===== config.mk =====
export PLATFORM = sky130hd
export DESIGN_NAME = ov7670_capture_gen
export DESIGN_NICKNAME = d
export VERILOG_FILES = /design/src/rtl/ov7670_cap_pkg.sv /design/src/rtl/ov7670_byte_assembler.sv /design/src/rtl/ov7670_capture_gen.sv
export SDC_FILE = /design/constraint.sdc
export NUM_CORES = 1
export LEC_CHECK = 0
export ABC_CLOCK_PERIOD_IN_PS = 4600
export CORE_ASPECT_RATIO = 1.75
export CORE_MARGIN = 10
export CORE_UTILIZATION = 56
export DETAILED_ROUTE_END_ITERATION = 8
export HOLD_SLACK_MARGIN = 0.08
export PLACE_DENSITY = 0.88
export SLEW_MARGIN = 20
export SYNTH_ARGS = -nofsm -noshare
export SYNTH_HDL_FRONTEND = slang
export SYNTH_SLANG_ARGS = --single-unit

===== constraint.sdc =====
create_clock -name pclk_i -period 4.6 [get_ports pclk_i]
set_input_delay 0.69 -clock pclk_i [delete_from_list [all_inputs] [get_ports pclk_i]]
set_output_delay 0.69 -clock pclk_i [all_outputs]
set_load 0.01 [all_outputs]

===== src/rtl/ov7670_cap_pkg.sv =====
// ov7670_cap_pkg: shared enums and sizing helper for the OV7670 capture front-end
package ov7670_cap_pkg;
  typedef enum logic [1:0] {MODE_RGB565 = 2'd0, MODE_Y = 2'd1, MODE_RAW8 = 2'd2} cap_mode_e;
  typedef enum logic [1:0] {IDLE, SYNC, ACTIVE, DONE} cap_state_e;
  function automatic int calc_aw(input int h, input int v, input int d);
    int n;
    n = (h / d) * (v / d);
    return (n > 1) ? $clog2(n) : 1;
  endfunction
endpackage


===== src/rtl/ov7670_byte_assembler.sv =====
// ov7670_byte_assembler: pairs camera bytes into pixels per mode; registered pixel one cycle after the completing byte
module ov7670_byte_assembler import ov7670_cap_pkg::*; #(
  parameter int BYTE_SWAP = 0
) (
  input  logic        pclk_i,
  input  logic        rst_i,
  input  logic        byte_en_i,
  input  logic        line_start_i,
  input  logic [1:0]  mode_i,
  input  logic [7:0]  data_i,
  output logic        pix_valid_o,
  output logic [15:0] pix_data_o,
  output logic        phase_o
);
  logic        phase_q, phase_d, phase_cur, valid_q, valid_d;
  logic [7:0]  hold_q, hold_d;
  logic [15:0] pix_q, pix_d;
  always_comb begin
    phase_cur = line_start_i ? 1'b0 : phase_q;
    phase_d = phase_cur;
    hold_d = hold_q;
    valid_d = 1'b0;
    pix_d = pix_q;
    if (byte_en_i) begin
      if (mode_i == MODE_RAW8) begin
        valid_d = 1'b1;
        pix_d = {8'h00, data_i};
      end else if (!phase_cur) begin
        hold_d = data_i;
        phase_d = 1'b1;
      end else begin
        phase_d = 1'b0;
        valid_d = 1'b1;
        pix_d = (mode_i == MODE_Y) ? {8'h00, hold_q} :
                (BYTE_SWAP != 0)   ? {data_i, hold_q} : {hold_q, data_i};
      end
    end
  end
  always_ff @(posedge pclk_i or posedge rst_i) begin
    if (rst_i) begin
      phase_q <= 1'b0;
      hold_q <= '0;
      valid_q <= 1'b0;
      pix_q <= '0;
    end else begin
      phase_q <= phase_d;
      hold_q <= hold_d;
      valid_q <= valid_d;
      pix_q <= pix_d;
    end
  end
  assign pix_valid_o = valid_q;
  assign pix_data_o = pix_q;
  assign phase_o = phase_q;
endmodule


===== src/rtl/ov7670_capture_gen.sv =====
// ov7670_capture_gen: OV7670 DVP capture FSM with decimation, linear write addressing,
// frame markers/counter and sticky line/frame error flags
module ov7670_capture_gen import ov7670_cap_pkg::*; #(
  parameter int H_ACTIVE  = 640,
  parameter int V_ACTIVE  = 480,
  parameter int DECIM     = 1,
  parameter int BYTE_SWAP = 0,
  parameter int AW        = calc_aw(H_ACTIVE, V_ACTIVE, DECIM),
  parameter int FCW       = 8
) (
  input  logic           pclk_i,
  input  logic           rst_i,
  input  logic           enable_i,
  input  logic [1:0]     mode_i,
  input  logic           vsync_i,
  input  logic           href_i,
  input  logic [7:0]     data_i,
  output logic           wren_o,
  output logic [15:0]    data_o,
  output logic [AW-1:0]  addr_o,
  output logic           sof_o,
  output logic           eof_o,
  output logic [FCW-1:0] frame_cnt_o,
  output logic           err_line_o,
  output logic           err_frame_o
);
  localparam int XW = $clog2(H_ACTIVE + 2);
  localparam int YW = $clog2(V_ACTIVE + 2);
  // Counters stop one past the nominal length so overlong lines/frames never wrap into a false match
  localparam logic [XW-1:0] X_LEN = XW'(H_ACTIVE);
  localparam logic [XW-1:0] X_MAX = XW'(H_ACTIVE + 1);
  localparam logic [YW-1:0] Y_LEN = YW'(V_ACTIVE);
  localparam logic [YW-1:0] Y_MAX = YW'(V_ACTIVE + 1);
  cap_state_e     state_q, state_d;
  logic [1:0]     mode_q, mode_d;
  logic           href_q, href_d, vsync_q, vsync_d, full_q, full_d;
  logic [XW-1:0]  x_q, x_d, x_inc;
  logic [YW-1:0]  y_q, y_d, y_inc;
  logic [AW-1:0]  ptr_q, ptr_d, addr_q, addr_d;
  logic           wren_q, wren_d, sof_q, sof_d, eof_q, eof_d;
  logic           errl_q, errl_d, errf_q, errf_d;
  logic [15:0]    data_q, data_d, pix_data;
  logic [FCW-1:0] fcnt_q, fcnt_d;
  logic           href_v, line_start, line_end, vs_rise, vs_fall, pix_valid, phase, wr, frame_full;
  ov7670_byte_assembler #(.BYTE_SWAP(BYTE_SWAP)) u_asm (
    .pclk_i(pclk_i), .rst_i(rst_i), .byte_en_i(href_v), .line_start_i(line_start),
    .mode_i(mode_q), .data_i(data_i), .pix_valid_o(pix_valid), .pix_data_o(pix_data), .phase_o(phase)
  );
  always_comb begin
    href_v = href_i & ~vsync_i & (state_q == ACTIVE);
    line_start = href_v & ~href_q;
    line_end = ~href_v & href_q;
    vs_rise = vsync_i & ~vsync_q;
    vs_fall = ~vsync_i & vsync_q;
    x_inc = (pix_valid && x_q != X_MAX) ? x_q + 1'b1 : x_q;
    y_inc = (line_end && y_q != Y_MAX) ? y_q + 1'b1 : y_q;
    wr = pix_valid && (int'(x_q) % DECIM == 0) && (int'(y_q) % DECIM == 0);
    frame_full = line_end && y_inc == Y_LEN;
    state_d = state_q;
    mode_d = mode_q;
    href_d = href_v;
    vsync_d = vsync_i;
    x_d = line_end ? '0 : x_inc;
    y_d = y_inc;
    ptr_d = ptr_q;
    full_d = full_q;
    wren_d = 1'b0;
    data_d = data_q;
    addr_d = addr_q;
    sof_d = 1'b0;
    eof_d = 1'b0;
    fcnt_d = fcnt_q;
    errl_d = errl_q | (wr & full_q) | (line_end & ((x_inc != X_LEN) | phase));
    errf_d = errf_q;
    if (wr && !full_q) begin
      wren_d = 1'b1;
      data_d = pix_data;
      addr_d = ptr_q;
      sof_d = (ptr_q == '0);
      full_d = &ptr_q;
      ptr_d = (&ptr_q) ? ptr_q : ptr_q + 1'b1;
    end
    unique case (state_q)
      IDLE: state_d = (enable_i && vsync_i) ? SYNC : IDLE;
      SYNC: begin
        mode_d = (mode_i == 2'd3) ? 2'(MODE_RAW8) : mode_i;
        if (vs_fall) begin
          state_d = ACTIVE;
          errl_d = 1'b0;
          errf_d = 1'b0;
          x_d = '0;
          y_d = '0;
          ptr_d = '0;
          full_d = 1'b0;
        end
      end
      ACTIVE: if (frame_full || vs_rise) begin
        state_d = DONE;
        eof_d = 1'b1;
        fcnt_d = fcnt_q + 1'b1;
        errf_d = errf_q | ~frame_full;
      end
      DONE: state_d = enable_i ? SYNC : IDLE;
    endcase
  end
  always_ff @(posedge pclk_i or posedge rst_i) begin
    if (rst_i) begin
      state_q <= IDLE;
      mode_q <= '0;
      href_q <= 1'b0;
      vsync_q <= 1'b0;
      x_q <= '0;
      y_q <= '0;
      ptr_q <= '0;
      full_q <= 1'b0;
      wren_q <= 1'b0;
      data_q <= '0;
      addr_q <= '0;
      sof_q <= 1'b0;
      eof_q <= 1'b0;
      fcnt_q <= '0;
      errl_q <= 1'b0;
      errf_q <= 1'b0;
    end else begin
      state_q <= state_d;
      mode_q <= mode_d;
      href_q <= href_d;
      vsync_q <= vsync_d;
      x_q <= x_d;
      y_q <= y_d;
      ptr_q <= ptr_d;
      full_q <= full_d;
      wren_q <= wren_d;
      data_q <= data_d;
      addr_q <= addr_d;
      sof_q <= sof_d;
      eof_q <= eof_d;
      fcnt_q <= fcnt_d;
      errl_q <= errl_d;
      errf_q <= errf_d;
    end
  end
  assign wren_o = wren_q;
  assign data_o = data_q;
  assign addr_o = addr_q;
  assign sof_o = sof_q;
  assign eof_o = eof_q;
  assign frame_cnt_o = fcnt_q;
  assign err_line_o = errl_q;
  assign err_frame_o = errf_q;
endmodule


==> flow_metrics.env, run 1 <==
export IMPL_max_freq_mhz=337
export IMPL_ios=63
export IMPL_syn_area_per_cell_um2=9.84
export IMPL_grt_setup_unrepaired="false"
export IMPL_layout_area_overhead_vs_synth_pct=23.9
export IMPL_tritoncts_buffer_count=17
export IMPL_worst_hold_path_num_cells=2
export IMPL_std_cell_rows=47
export IMPL_compound_gate_fraction_of_synth_area_pct=5.99
export IMPL_cp_arrival_ps=3270
export IMPL_ir_worst_vdd_mv=0.411
export IMPL_reg2reg_to="u_asm.pix_data_o[10]"
export IMPL_via_count_of_the_first_global_routing_pass=4368
export IMPL_dr_pass1_iters=6
export IMPL_drt_initial_drc_count=229
export IMPL_grt_start_max_net_pins=73
export IMPL_finalWeightedCongestion=0.845
export IMPL_first_pass_grt_wire_length_um=20700
export IMPL_route_final_wire_length_um=12300
export IMPL_required_ps=4900
export IMPL_post_route_cells_drive_above_1_share_pct=8.75
export IMPL_total_power_w=0.00430
export IMPL_critical_path_max_stage_delay_ps=650
export IMPL_mappedNetlistArea_um2=5500
export IMPL_n_antenna_cell=0
export IMPL_synth_simple_gate_area_share_pct=24.3
export IMPL_clk_transition_reported_paths_ps=50
export IMPL_finalHoldWorstSlack_ps=470
export IMPL_timing_rr_start="state_q[0]"
export IMPL_worst_setup_path_start_kind="primary input"
export IMPL_synth_top_family_by_area="simple AND/OR/NAND/NOR gates"
export IMPL_power_leakage_nw=3.27
export IMPL_worst_hold_path_endpoint="addr_o[3]"
export IMPL_post_route_min_period_ps=2970
export IMPL_result_of_the_run="complete, no violations"
export IMPL_clkSinkCount=119
export IMPL_synthesis_instances=559
export IMPL_postSynth_topFlopCell="sky130_fd_sc_hd__dfrtp_1"
export IMPL_drc=0
export IMPL_dr_total_vias=4260
export IMPL_reg2reg_slack_ps=1690
export IMPL_synthAdderAreaFrac_pct=2.73
export IMPL_min_from="addr_o[3]"
export IMPL_core_um2=9530
export IMPL_cts_setup_buffers=0
export IMPL_die_height_um=151
export IMPL_finalCoreUtilization_pct=71.5
export IMPL_antenna_found_initial=0
export IMPL_grt_overflow_total=0
export IMPL_ys_async_sr_fraction_pct=100
export IMPL_h_tree_depth=4
export IMPL_worst_setup_path_type="primary input to flop"
export IMPL_post_route_period_util_pct=64.6
export IMPL_synth_xor_xnor_area_share_pct=6.37
export IMPL_setup_tns_ps=0
export IMPL_finalInstanceArea_um2=6810
export IMPL_route_antenna_remaining_nets=0
export IMPL_mostFrequentLayoutCell="sky130_fd_sc_hd__nand2_1"
export IMPL_numPortBuffers=62
export IMPL_maxCapViolations=0
export IMPL_mostFrequentLayoutCells="sky130_fd_sc_hd__nand2_1 (151), sky130_fd_sc_hd__dfrtp_1 (119), sky130_fd_sc_hd__clkdlybuf4s50_1 (62), sky130_fd_sc_hd__nor2_1 (46), sky130_fd_sc_hd__xor2_1 (22)"
export IMPL_nets=654
export IMPL_post_cts_hold_buffer_count=0
export IMPL_crit_path_end_kind="flop"
export IMPL_hold_path_class="flop to flop"
export IMPL_critical_path_slowest_cell="sky130_fd_sc_hd__nand2b_1"
export IMPL_dpl_hpwl_um=8270
export IMPL_detail_routed_via_count_per_cell=5.59
export IMPL_power_density_nw_per_um2=631
export IMPL_worstPathCellList="clkdlybuf4s50_1, nand3b_4, o21ai_0, ha_1, nand2b_1, clkinv_1, nand3_1, nand2_1"
export IMPL_worst_slew_pin_transition_ps=852
export IMPL_finalSetupViolations=0
export IMPL_clock_latency_at_the_later_pin_of_the_worst_skew_pair_ps=410
export IMPL_synth_edff_count=0
export IMPL_critical_path_peak_fanout=25
export IMPL_synth_warnings=0
export IMPL_tritoncts_clock_tree="done"
export IMPL_placed_cell_area_um2=6240
export IMPL_max_slew_margin_pct=43.2
export IMPL_clockBufferDepth=2
export IMPL_yosys_mux_area_fraction_pct=3.98
export IMPL_rr_worst_depth=9
export IMPL_effective_utilization_at_floorplan_pct=57.7
export IMPL_ctsResizeCount=0
export IMPL_timing_max_transition_violations_final=0
export IMPL_avgRoutedWirePerCell_um=16.1
export IMPL_overall_track_demand_over_capacity_in_global_routing_pct=18.2
export IMPL_die_width_um=94.9
export IMPL_synth_distinct_cells=53
export IMPL_ys_seq_area_share_pct=54.2
export IMPL_ys_seq_elements=119
export IMPL_final_setup_skew_ps=8.12
export IMPL_final_hold_violation_count=0
export IMPL_mappedNetlistNets=586
export IMPL_fp_dieArea_um2=14300
export IMPL_clock_root_buffer="sky130_fd_sc_hd__clkbuf_16"
[worst max-delay path, delay by kind of cell]
kind / cells / cell delay, ps
AO/OA/AOI/OAI: 1 / 220
adder cells (fa/ha/maj): 1 / 210
buffers and inverters: 2 / 960
AND/OR/NAND/NOR: 4 / 1180
[power by group]
group,internal [W],switching [W]
Combinational,0.000626,0.000613
Clock,0.000807,0.000463
Sequential,0.00143,0.000358
Total,0.00286,0.00143
[registers in the layout, summed over array words and instances (netlist names)]
| name | count |
|---|---|
| addr_o | 19 |
| ptr_q | 19 |
| data_o | 16 |
| u_asm.pix_data_o | 16 |
| x_q | 10 |
| y_q | 9 |
| frame_cnt_o | 8 |
| u_asm.hold_q | 8 |
| mode_q | 2 |
| state_q | 2 |
| eof_o | 1 |
| err_frame_o | 1 |
| err_line_o | 1 |
| full_q | 1 |
| href_q | 1 |
| sof_o | 1 |
| u_asm.phase_o | 1 |
| u_asm.pix_valid_o | 1 |
| vsync_q | 1 |
| wren_o | 1 |
[synthesized netlist by cell type, drive strengths merged (2+ instances only)]
master / count / share of area [%]
or4: 2 / 0.27
xor2: 22 / 3.5
o31a: 2 / 0.32
mux2: 12 / 2.5
nand4: 13 / 1.5
a31oi: 3 / 0.34
and3: 10 / 1.1
clkinv: 2 / 0.14
nand2b: 7 / 0.80
and2: 5 / 0.57
a21oi: 12 / 1.4
a311oi: 2 / 0.32
clkbuf: 16 / 1.1
nor2: 46 / 3.1
or3: 3 / 0.34
dfrtp: 119 / 54
nor3: 6 / 0.55
ha: 12 / 2.7
nand2: 151 / 10
nand4bb: 2 / 0.71
buf: 2 / 0.27
nor2b: 2 / 0.23
o22ai: 2 / 0.23
inv: 14 / 1.0
and4: 4 / 0.64
xnor2: 18 / 2.9
o21ai: 19 / 1.7
mux2i: 8 / 1.5
nor4b: 2 / 0.43
nor3b: 2 / 0.27
nor4: 5 / 0.57
nand3: 21 / 1.9
[cells by family (layout without fill, tap and decap cells)]
family                     Yosys count  in the layout
xor gates and xnor gates            40             40
adders and majority gates           12             12
DFF                                119            119
AOI/OAI and AO/OA                   50             50
buffers and inverters               34            115
muxes                               20             20
and+or+nand+nor                    284            284
[routing by layer]
metal / part of all wire [%] / GRT usage (%) / up-vias
met1: 36 / 18.4 / 2053
met4: 3.4 / 8.80 / 0
met5: 0 / 0 / -
li1: - / - / 2027
met3: 5.5 / 5.10 / 39
met2: 56 / 33.0 / 141
[stage by stage]
| stage | std cells | worst slack (ps) |
|---|---|---|
| 2_1_floorplan | 559 | 753 |
| 3_3_place_gp | 730 | 1520 |
| 3_5_place_dp | 730 | 1300 |
| 4_1_cts | 762 | 1660 |
| 5_1_grt | 762 | 1480 |
| 6_report | 762 | 1630 |
[how the worst max path moves through the flow]
| stage | startpoint | slack, ps | cells past startpoint | end |
|---|---|---|---|---|
| 2_1_floorplan | rst_i | 750 | 1 | addr_o[0] |
| 6_report | vsync_i | 1630 | 8 | u_asm.pix_data_o[10] |
| 5_1_grt | vsync_i | 1480 | 8 | u_asm.pix_data_o[10] |
| 4_1_cts | vsync_i | 1660 | 8 | u_asm.pix_data_o[10] |
| 3_3_place_gp | vsync_i | 1520 | 8 | u_asm.pix_data_o[9] |
| 3_5_place_dp | vsync_i | 1300 | 8 | u_asm.pix_data_o[14] |
[cell type report]
class / instances / area (um2)
clock buffer: 20 / 447
inverter: 16 / 65.1
timing repair buffer: 67 / 658
fill: 644 / 2720
sequential: 119 / 2980
multi-input combinational: 406 / 2380
tap: 122 / 153
clock inverter: 12 / 128
Power figures use the tool's default switching activity.
==> run 2, diff against run 1 <==
- ABC_CLOCK_PERIOD_IN_PS: 4600 -> 2900
- clock period: 4.6 -> 2.9 ns (I/O delays scaled with it)
==> run 2 against run 1 <==
Against the previous run: hold slack worse by 1.7 ps; clock skew is 1.3 ps lower; clock power is 64% higher; setup slack worse by 1300 ps; first-iteration DRC count is 57% higher; design area is 0.86% higher; sequential cell count stayed put; combinational power is 61% higher; routed wire length is 6.4% higher; global-route usage is 1.3 points higher; total power is 61% higher; largest cell class unchanged.
==> flow_metrics.env, run 2 (synthesis results as in run 1) <==
export IMPL_result_of_the_run="complete, no violations"
export IMPL_critical_path_max_stage_delay_ps=400
export IMPL_grt_setup_unrepaired="false"
export IMPL_ir_worst_vdd_mv=0.640
export IMPL_route_antenna_remaining_nets=0
export IMPL_maxCapViolations=0
export IMPL_final_hold_violation_count=0
export IMPL_crit_buf_inv=2
export IMPL_critical_path_peak_fanout=9
export IMPL_h_tree_depth=4
export IMPL_worst_setup_path_type="flop to flop"
export IMPL_worstPathCellList="inv_1, ha_1, nand3b_4, inv_4, nor4b_2, xor2_1, o2111ai_2, a21oi_4, nand4_1, xnor2_1"
export IMPL_crit_path_end_kind="flop"
export IMPL_clk_transition_reported_paths_ps=50
export IMPL_finalCoreUtilization_pct=72.1
export IMPL_drc=0
export IMPL_required_ps=3200
export IMPL_cp_arrival_ps=2880
export IMPL_via_count_of_the_first_global_routing_pass=4611
export IMPL_clockBufferDepth=2
export IMPL_mostFrequentLayoutCell="sky130_fd_sc_hd__nand2_1"
export IMPL_worst_hold_path_num_cells=2
export IMPL_internal_power_w=0.00464
export IMPL_post_route_min_period_ps=2580
export IMPL_die_width_um=94.9
export IMPL_grt_start_max_net_pins=54
export IMPL_critical_path_slowest_cell="sky130_fd_sc_hd__dfrtp_1"
export IMPL_power_density_nw_per_um2=1010
export IMPL_reg2reg_slack_ps=320
export IMPL_dpl_hpwl_um=8790
export IMPL_finalWeightedCongestion=0.857
export IMPL_netSwitchingPower_w=0.00229
export IMPL_first_pass_grt_wire_length_um=22100
export IMPL_finalHoldWorstSlack_ps=469
export IMPL_tritoncts_clock_tree="done"
export IMPL_layout_area_overhead_vs_synth_pct=24.9
export IMPL_detail_routed_via_count_per_cell=5.80
export IMPL_overall_track_demand_over_capacity_in_global_routing_pct=19.5
export IMPL_post_route_period_util_pct=88.9
export IMPL_worst_hold_path_endpoint="addr_o[10]"
export IMPL_mostFrequentLayoutCells="sky130_fd_sc_hd__nand2_1 (151), sky130_fd_sc_hd__dfrtp_1 (119), sky130_fd_sc_hd__clkdlybuf4s50_1 (62), sky130_fd_sc_hd__nor2_1 (46), sky130_fd_sc_hd__xor2_1 (22)"
export IMPL_timing_max_transition_violations_final=0
export IMPL_post_route_cells_drive_above_1_share_pct=8.55
export IMPL_timing_rr_start="state_q[0]"
export IMPL_rr_worst_depth=10
export IMPL_pwr_share_clk_pct=30.0
export IMPL_avgRoutedWirePerCell_um=17.1
export IMPL_final_cells=765
export IMPL_finalSetupViolations=0
export IMPL_multiInputGateArea_um2=2380
export IMPL_grt_overflow_total=0
export IMPL_post_cts_hold_buffer_count=0
export IMPL_nets=657
export IMPL_dr_pass1_iters=5
export IMPL_finalInstanceArea_um2=6870
export IMPL_min_from="addr_o[10]"
export IMPL_final_setup_skew_ps=6.84
export IMPL_clock_latency_at_the_later_pin_of_the_worst_skew_pair_ps=420
export IMPL_num_fill_cells=652
export IMPL_power_leakage_nw=3.29
export IMPL_n_antenna_cell=0
export IMPL_reg2reg_to="frame_cnt_o[5]"
export IMPL_effective_utilization_at_floorplan_pct=57.7
export IMPL_core_um2=9530
export IMPL_placedCellCount=733
export IMPL_std_cell_rows=47
export IMPL_clkSinkCount=119
export IMPL_ios=63
export IMPL_pwr_share_seq_pct=41.1
export IMPL_numPortBuffers=62
export IMPL_antenna_found_initial=0
export IMPL_route_final_wire_length_um=13000
export IMPL_ctsResizeCount=0
export IMPL_placed_cell_area_um2=6280
export IMPL_worst_path_dominant_cell_family="simple AND/OR/NAND/NOR gates"
export IMPL_power_combinational_fraction_pct=28.9
export IMPL_worst_setup_path_start_kind="flop"
export IMPL_cts_setup_buffers=0
export IMPL_clock_root_buffer="sky130_fd_sc_hd__clkbuf_16"
export IMPL_die_height_um=151
export IMPL_fp_dieArea_um2=14300
export IMPL_max_freq_mhz=388
export IMPL_dr_total_vias=4434
export IMPL_sequential_cell_area_um2=2980
export IMPL_setup_tns_ps=0
export IMPL_tritoncts_buffer_count=17
export IMPL_swShare_pct=33.0
export IMPL_drt_initial_drc_count=360
export IMPL_worst_slew_pin_transition_ps=775
export IMPL_hold_path_class="flop to flop"
export IMPL_max_slew_margin_pct=48.2
==> run 2: per-stage QoR <==
stage	setup WS, ps	power [W]
after floorplan	606	0.00390
after global placement	239	0.00466
after detailed placement	163	0.00481
after CTS	335	0.00695
after global routing	167	0.00733
final	322	0.00692
==> run 2: routing by layer <==
| layer | vias up | global-route usage [%] | routed length [um] |
|---|---|---|---|
| met3 | 60 | 5.30 | 709 |
| met1 | 2156 | 19.5 | 4660 |
| met2 | 188 | 35.1 | 7160 |
| met4 | 0 | 10.8 | 524 |
| li1 | 2030 | - | - |
| met5 | - | 0 | 0 |
==> run 2: worst max-delay path by stage <==
| stage | cells after the start | start | end | slack, ps |
|---|---|---|---|---|
| after global placement | 8 | vsync_i | frame_cnt_o[1] | 240 |
| after global routing | 10 | state_q[0] | frame_cnt_o[5] | 170 |
| after detailed placement | 8 | vsync_i | frame_cnt_o[1] | 160 |
| after floorplan | 9 | state_q[0] | state_q[0] | 610 |
| final | 10 | state_q[0] | frame_cnt_o[5] | 320 |
| after CTS | 9 | state_q[0] | frame_cnt_o[1] | 340 |
==> run 2: power by group through the flow <==
stage               sequential (W)  clock [W]  combinational, W
floorplan                  0.00279          0           0.00111
global placement           0.00279          0           0.00188
detailed placement         0.00284          0           0.00197
CTS                        0.00283    0.00210           0.00202
global route               0.00293    0.00217           0.00222
finish                     0.00285    0.00208           0.00200
==> run 2: worst register-to-register path, delay by kind of cell, from the launching register on <==
kind                       cells  cell delay [ps]
AOI/OAI and AO/OA              2              550
xor gates and xnor gates       2              420
adders and majority gates      1              280
buffers and inverters          2              150
DFF                            1              400
and+or+nand+nor                3              660
==> run 2: final cells by class <==
type                       instances  area share [%]
multi-input combinational        406            34.7
clock inverter                     8            1.79
tap                              122            2.22
inverter                          16           0.965
clock buffer                      24            6.72
sequential                       119            43.4
timing repair buffer              70            10.3
==> edit 1: new RTL, config.mk and constraints of run 1 <==
Register the output `err_frame_o` once more, cleared by the reset; this adds one clock of latency there. The other outputs are not delayed to match.
--- a/src/rtl/ov7670_capture_gen.sv
+++ b/src/rtl/ov7670_capture_gen.sv
@@ -148,5 +148,11 @@
   assign frame_cnt_o = fcnt_q;
   assign err_line_o = errl_q;
-  assign err_frame_o = errf_q;
+  always_ff @(posedge pclk_i or posedge rst_i) begin
+    if (rst_i) begin
+      err_frame_o <= '0;
+    end else begin
+      err_frame_o <= errf_q;
+    end
+  end
 endmodule
 
Check against the original RTL: not equivalent (a bounded check fails within 4 cycles, from zero or initial values and one cycle with rst_i high).
==> edit 1 against run 1 <==
  * Final area grew 1.7%
  * Highest routed layer unchanged
  * Sequential cell count increased by 1
  * Total power down 1.1%
  * Setup slack improved by 0.18 ns
  * Worst hold slack got worse by 0.048 ns
  * Non-clock buffer count is the same
  * Die area rose by 1.8%
  * Synthesized cell count grew 3.2%
  * Largest power group unchanged
  * Critical endpoint is now state_q[0]$_DFFE_PP0P_
  * Routed wire length increased by 12%
  * Synthesized area increased by 2.2%
==> edit 1: results (changes against run 1) <==
[timing]
worstMarginPinSlew_ns = 1.11  ; +0.253 ns

[routing]
drt-met1-wl_mm = 4.92  ; +13%
wl_met2_mm = 7.60  ; +11%
drtIter0Drc = 383  ; +67%
routedWlPerCell_um = 17.8  ; +11%

[critical_path]
r2r-start = u_asm.pix_valid_o$_DFF_PP0_
rr_worst_depth = 5  ; -4
path_delay_family = buffers and inverters
path_max_fanout = 7  ; -72%
r2r_setup_slack_ns = 1.93  ; +0.24 ns
slowest_delay_ns = 0.56  ; -0.09 ns
cp.arrival_ns = 3.10  ; -0.17 ns
r2r-end = ptr_q[5]$_DFF_PP0_

[min_path]
min_from = errf_q$_DFFE_PP0P_
min_to = err_frame_o$_DFF_PP0_

[yosys]
yosys-top-cells-count = 144 x nand2_1, 120 x dfrtp_1, 30 x nor2_1
synth-xor-area-share = 0.0515  ; -0.0123
synth_compound_area_frac = 0.0777  ; +0.0179
synth-adder-area-share = 0.0267  ; -0.000578
seq_area_frac_synth = 0.535  ; -0.00701

[placement]
place_congestion = 0.896  ; +6.1%
pre_cts_slack_ns = 1.49  ; +0.190 ns

[grt]
grt_usage = 0.196  ; +0.0140
grt_max_degree = 65  ; -11%
grt_pass1_vias = 4747  ; +8.7%

[pwr]
peakVddDrop_mv = 0.418  ; +1.6%
p_clk_frac = 0.311  ; +0.015
power.leakage_nw = 3.19  ; -2.6%

[run_status]
outcome = complete, no violations

[cells_and_area]
drive_gt1_frac = 0.0910  ; +0.00355

## edit 1: cell count changes in the layout (fill, tap and decap cells not counted), sizes merged, moves of 6 or more
| cell | change |
|---|---|
| nand2 | -7 |
| o21ai | +9 |
| or3 | +7 |
| nand3 | +9 |
| nor2 | -15 |
| xnor2 | -6 |
## edit 1: routing by layer
metal | vias to the layer above | GRT usage
li1 | 2076 | -
met3 | 42 | 0.0533
met2 | 166 | 0.343
met1 | 2244 | 0.200
met4 | 0 | 0.107
met5 | - | 0
## edit 1: worst max path at each step
stage	slack, ns	depth (start not counted)	from	endpoint
after floorplan	0.72	1	rst_i	addr_o[0]$_DFFE_PP0P_
after global placement	1.63	8	vsync_i	state_q[1]$_DFFE_PP0P_
after detailed placement	1.49	8	vsync_i	state_q[1]$_DFFE_PP0P_
after CTS	1.80	8	vsync_i	state_q[0]$_DFFE_PP0P_
after global routing	1.65	8	vsync_i	state_q[1]$_DFFE_PP0P_
final	1.81	8	vsync_i	state_q[0]$_DFFE_PP0P_
## edit 1: area by class of cell
type,count,area [µm²]
Sequential cell,120,3000
Fill cell,677,2930
Clock buffer,22,474
Tap cell,125,156
Timing Repair Buffer,67,671
Inverter,18,70.1
Clock inverter,10,119
Multi-Input combinational cell,411,2430
## edit 1: per-stage QoR
step	util	total power, mW	hold WS [ns]	std cells	area, µm²
after floorplan	-	2.38	0.369	577	5620
after global placement	0.643	2.82	0.399	741	6330
after detailed placement	0.643	2.91	0.404	741	6330
after CTS	0.703	4.27	0.421	773	6920
after global routing	0.703	4.48	0.438	773	6920
final	0.703	4.25	0.423	773	6920
## edit 1: worst register-to-register path, stage by stage, from the launching register on
cell	delay, ns
dfrtp_1	0.48
nand2b_1	0.50
nor3_1	0.91
nand4_1	0.20
or3_1	0.34
a21oi_1	0.14
==> edit 2: new RTL, flow settings as in run 1 <==
Made on the original files. Change the parameter `FCW` from 8 to 4.
--- a/src/rtl/ov7670_capture_gen.sv
+++ b/src/rtl/ov7670_capture_gen.sv
@@ -7,5 +7,5 @@
   parameter int BYTE_SWAP = 0,
   parameter int AW        = calc_aw(H_ACTIVE, V_ACTIVE, DECIM),
-  parameter int FCW       = 8
+  parameter int FCW       = 4
 ) (
   input  logic           pclk_i,
Ports: changed (resized frame_cnt_o); port bits go from 63 to 59. No check against the original RTL was run, so the function may have changed too.
==> edit 2 against run 1 <==
  * Global-route usage up 0.60 points
  * Die area down 3.0%
  * Setup slack worse by 0.026 ns
  * Final area down 4.0%
  * First-iteration DRC count up 34%
  * Synthesized area down 3.6%
  * Core utilization about the same
  * Sequential share of layout area up 0.29 points
  * Highest routed layer unchanged
  * Routed wire length up 2.8%
  * Total power down 5.4%
  * Sequential cell count down 4
  * Clock power down 4%
  * Largest power group unchanged
  * Synthesized cell count down 0.89%
==> edit 2: results (changes against run 1) <==
[yosys]
yosys-top-cells-count = 139 x nand2_1, 115 x dfrtp_1, 48 x nor2_1
synth.area.mux_share = 0.0461  ; +0.00623
synth-xor-area-share = 0.0546  ; -0.00916
seq_area_frac_synth = 0.543  ; +0.00157
synthCells = 554  ; -0.89%
synth_compound_area_frac = 0.0650  ; +0.00510
synth_nets = 581  ; -0.85%

[grt]
grt_pass1_vias = 4401  ; +0.76%
grt_usage = 0.188  ; +0.00595
grt_max_degree = 57  ; -22%

[timing]
skew_ns = 0.00723  ; -0.000896 ns
worstMarginPinSlew_ns = 0.834  ; -0.0181 ns

[run_status]
outcome = complete, no violations

[routing]
vias = 4257  ; -0.070%
routedWlPerCell_um = 16.8  ; +4.6%
wirelength_mm = 12.6  ; +2.8%

[critical_path]
critPathSlowestCell = clkdlybuf4s50_1
path_max_fanout = 16  ; -36%
cp.arrival_ns = 3.29  ; +0.02 ns
slowest_delay_ns = 0.54  ; -0.11 ns
path_delay_family = compound AO/OA/AOI/OAI gates

[pwr]
peakVddDrop_mv = 0.384  ; -6.7%
internal_power_mw = 2.69  ; -5.9%

[placement]
place_congestion = 0.878  ; +3.9%
dpl.hpwl_mm = 8.58  ; +3.7%
pre_cts_slack_ns = 1.24  ; -0.0673 ns

[cells_and_area]
finalNetCount = 643  ; -1.7%

-- edit 2: layout make-up --
type | count | area, µm²
flip-flops and latches | 115 | 2880
repair buffers | 62 | 611
clock buffers | 23 | 468
multi-input cells | 399 | 2270
well taps | 120 | 150
inverters | 21 | 81.3
clock inverters | 9 | 81.3
fillers | 634 | 2610
-- edit 2: cell families after synthesis --
family                     after synthesis
DFF                                    115
muxes                                   22
xor gates and xnor gates                33
buffers and inverters                   40
adders and majority gates               12
AOI/OAI and AO/OA                       59
and+or+nand+nor                        273
-- edit 2: path summary, 6_finish.rpt --
kind | start | slack [ns] | endpoint | cells after the start
worst max register to register | state_q[0]$_DFFE_PP0P_ | 1.69 | state_q[0]$_DFFE_PP0P_ | 9
min in group asynchronous | rst_i | 0.59 | state_q[1]$_DFFE_PP0P_ | 2
worst min-delay path | addr_o[5]$_DFFE_PP0P_ | 0.47 | addr_o[5]$_DFFE_PP0P_ | 2
max in group asynchronous | rst_i | 3.00 | ptr_q[16]$_DFF_PP0_ | 3
worst min register to register | addr_o[5]$_DFFE_PP0P_ | 0.47 | addr_o[5]$_DFFE_PP0P_ | 2
worst max-delay path | vsync_i | 1.60 | state_q[0]$_DFFE_PP0P_ | 8
-- edit 2: per-layer routing --
layer / track usage / part of all wire / vias up
met5: 0 / 0 / -
met4: 0.114 / 0.036 / 0
met3: 0.0514 / 0.062 / 42
met2: 0.338 / 0.54 / 154
met1: 0.183 / 0.36 / 2081
li1: - / - / 1980
-- edit 2: metrics by stage --
stage                      util  power [mW]
after floorplan               -        2.30
after global placement    0.654        2.75
after detailed placement  0.654        2.84
after CTS                 0.714        4.07
after global routing      0.714        4.28
final                     0.714        4.06
-- edit 2: power groups by stage --
stage               clock, mW  combinational (mW)  sequential [mW]
global placement            0                1.08             1.68
floorplan                   0               0.628             1.67
CTS                      1.22                1.15             1.70
detailed placement          0                1.13             1.70
finish                   1.22                1.13             1.71
global route             1.27                1.26             1.75
-- edit 2: worst reg2reg max path, cell delays in order, from the launching register on --
cell,delay (ns)
dfrtp_1,0.41
inv_1,0.08
ha_1,0.29
nand3b_4,0.13
inv_2,0.11
or4b_1,0.53
a222oi_1,0.45
a31oi_1,0.18
a22o_1,0.31
mux2_4,0.31
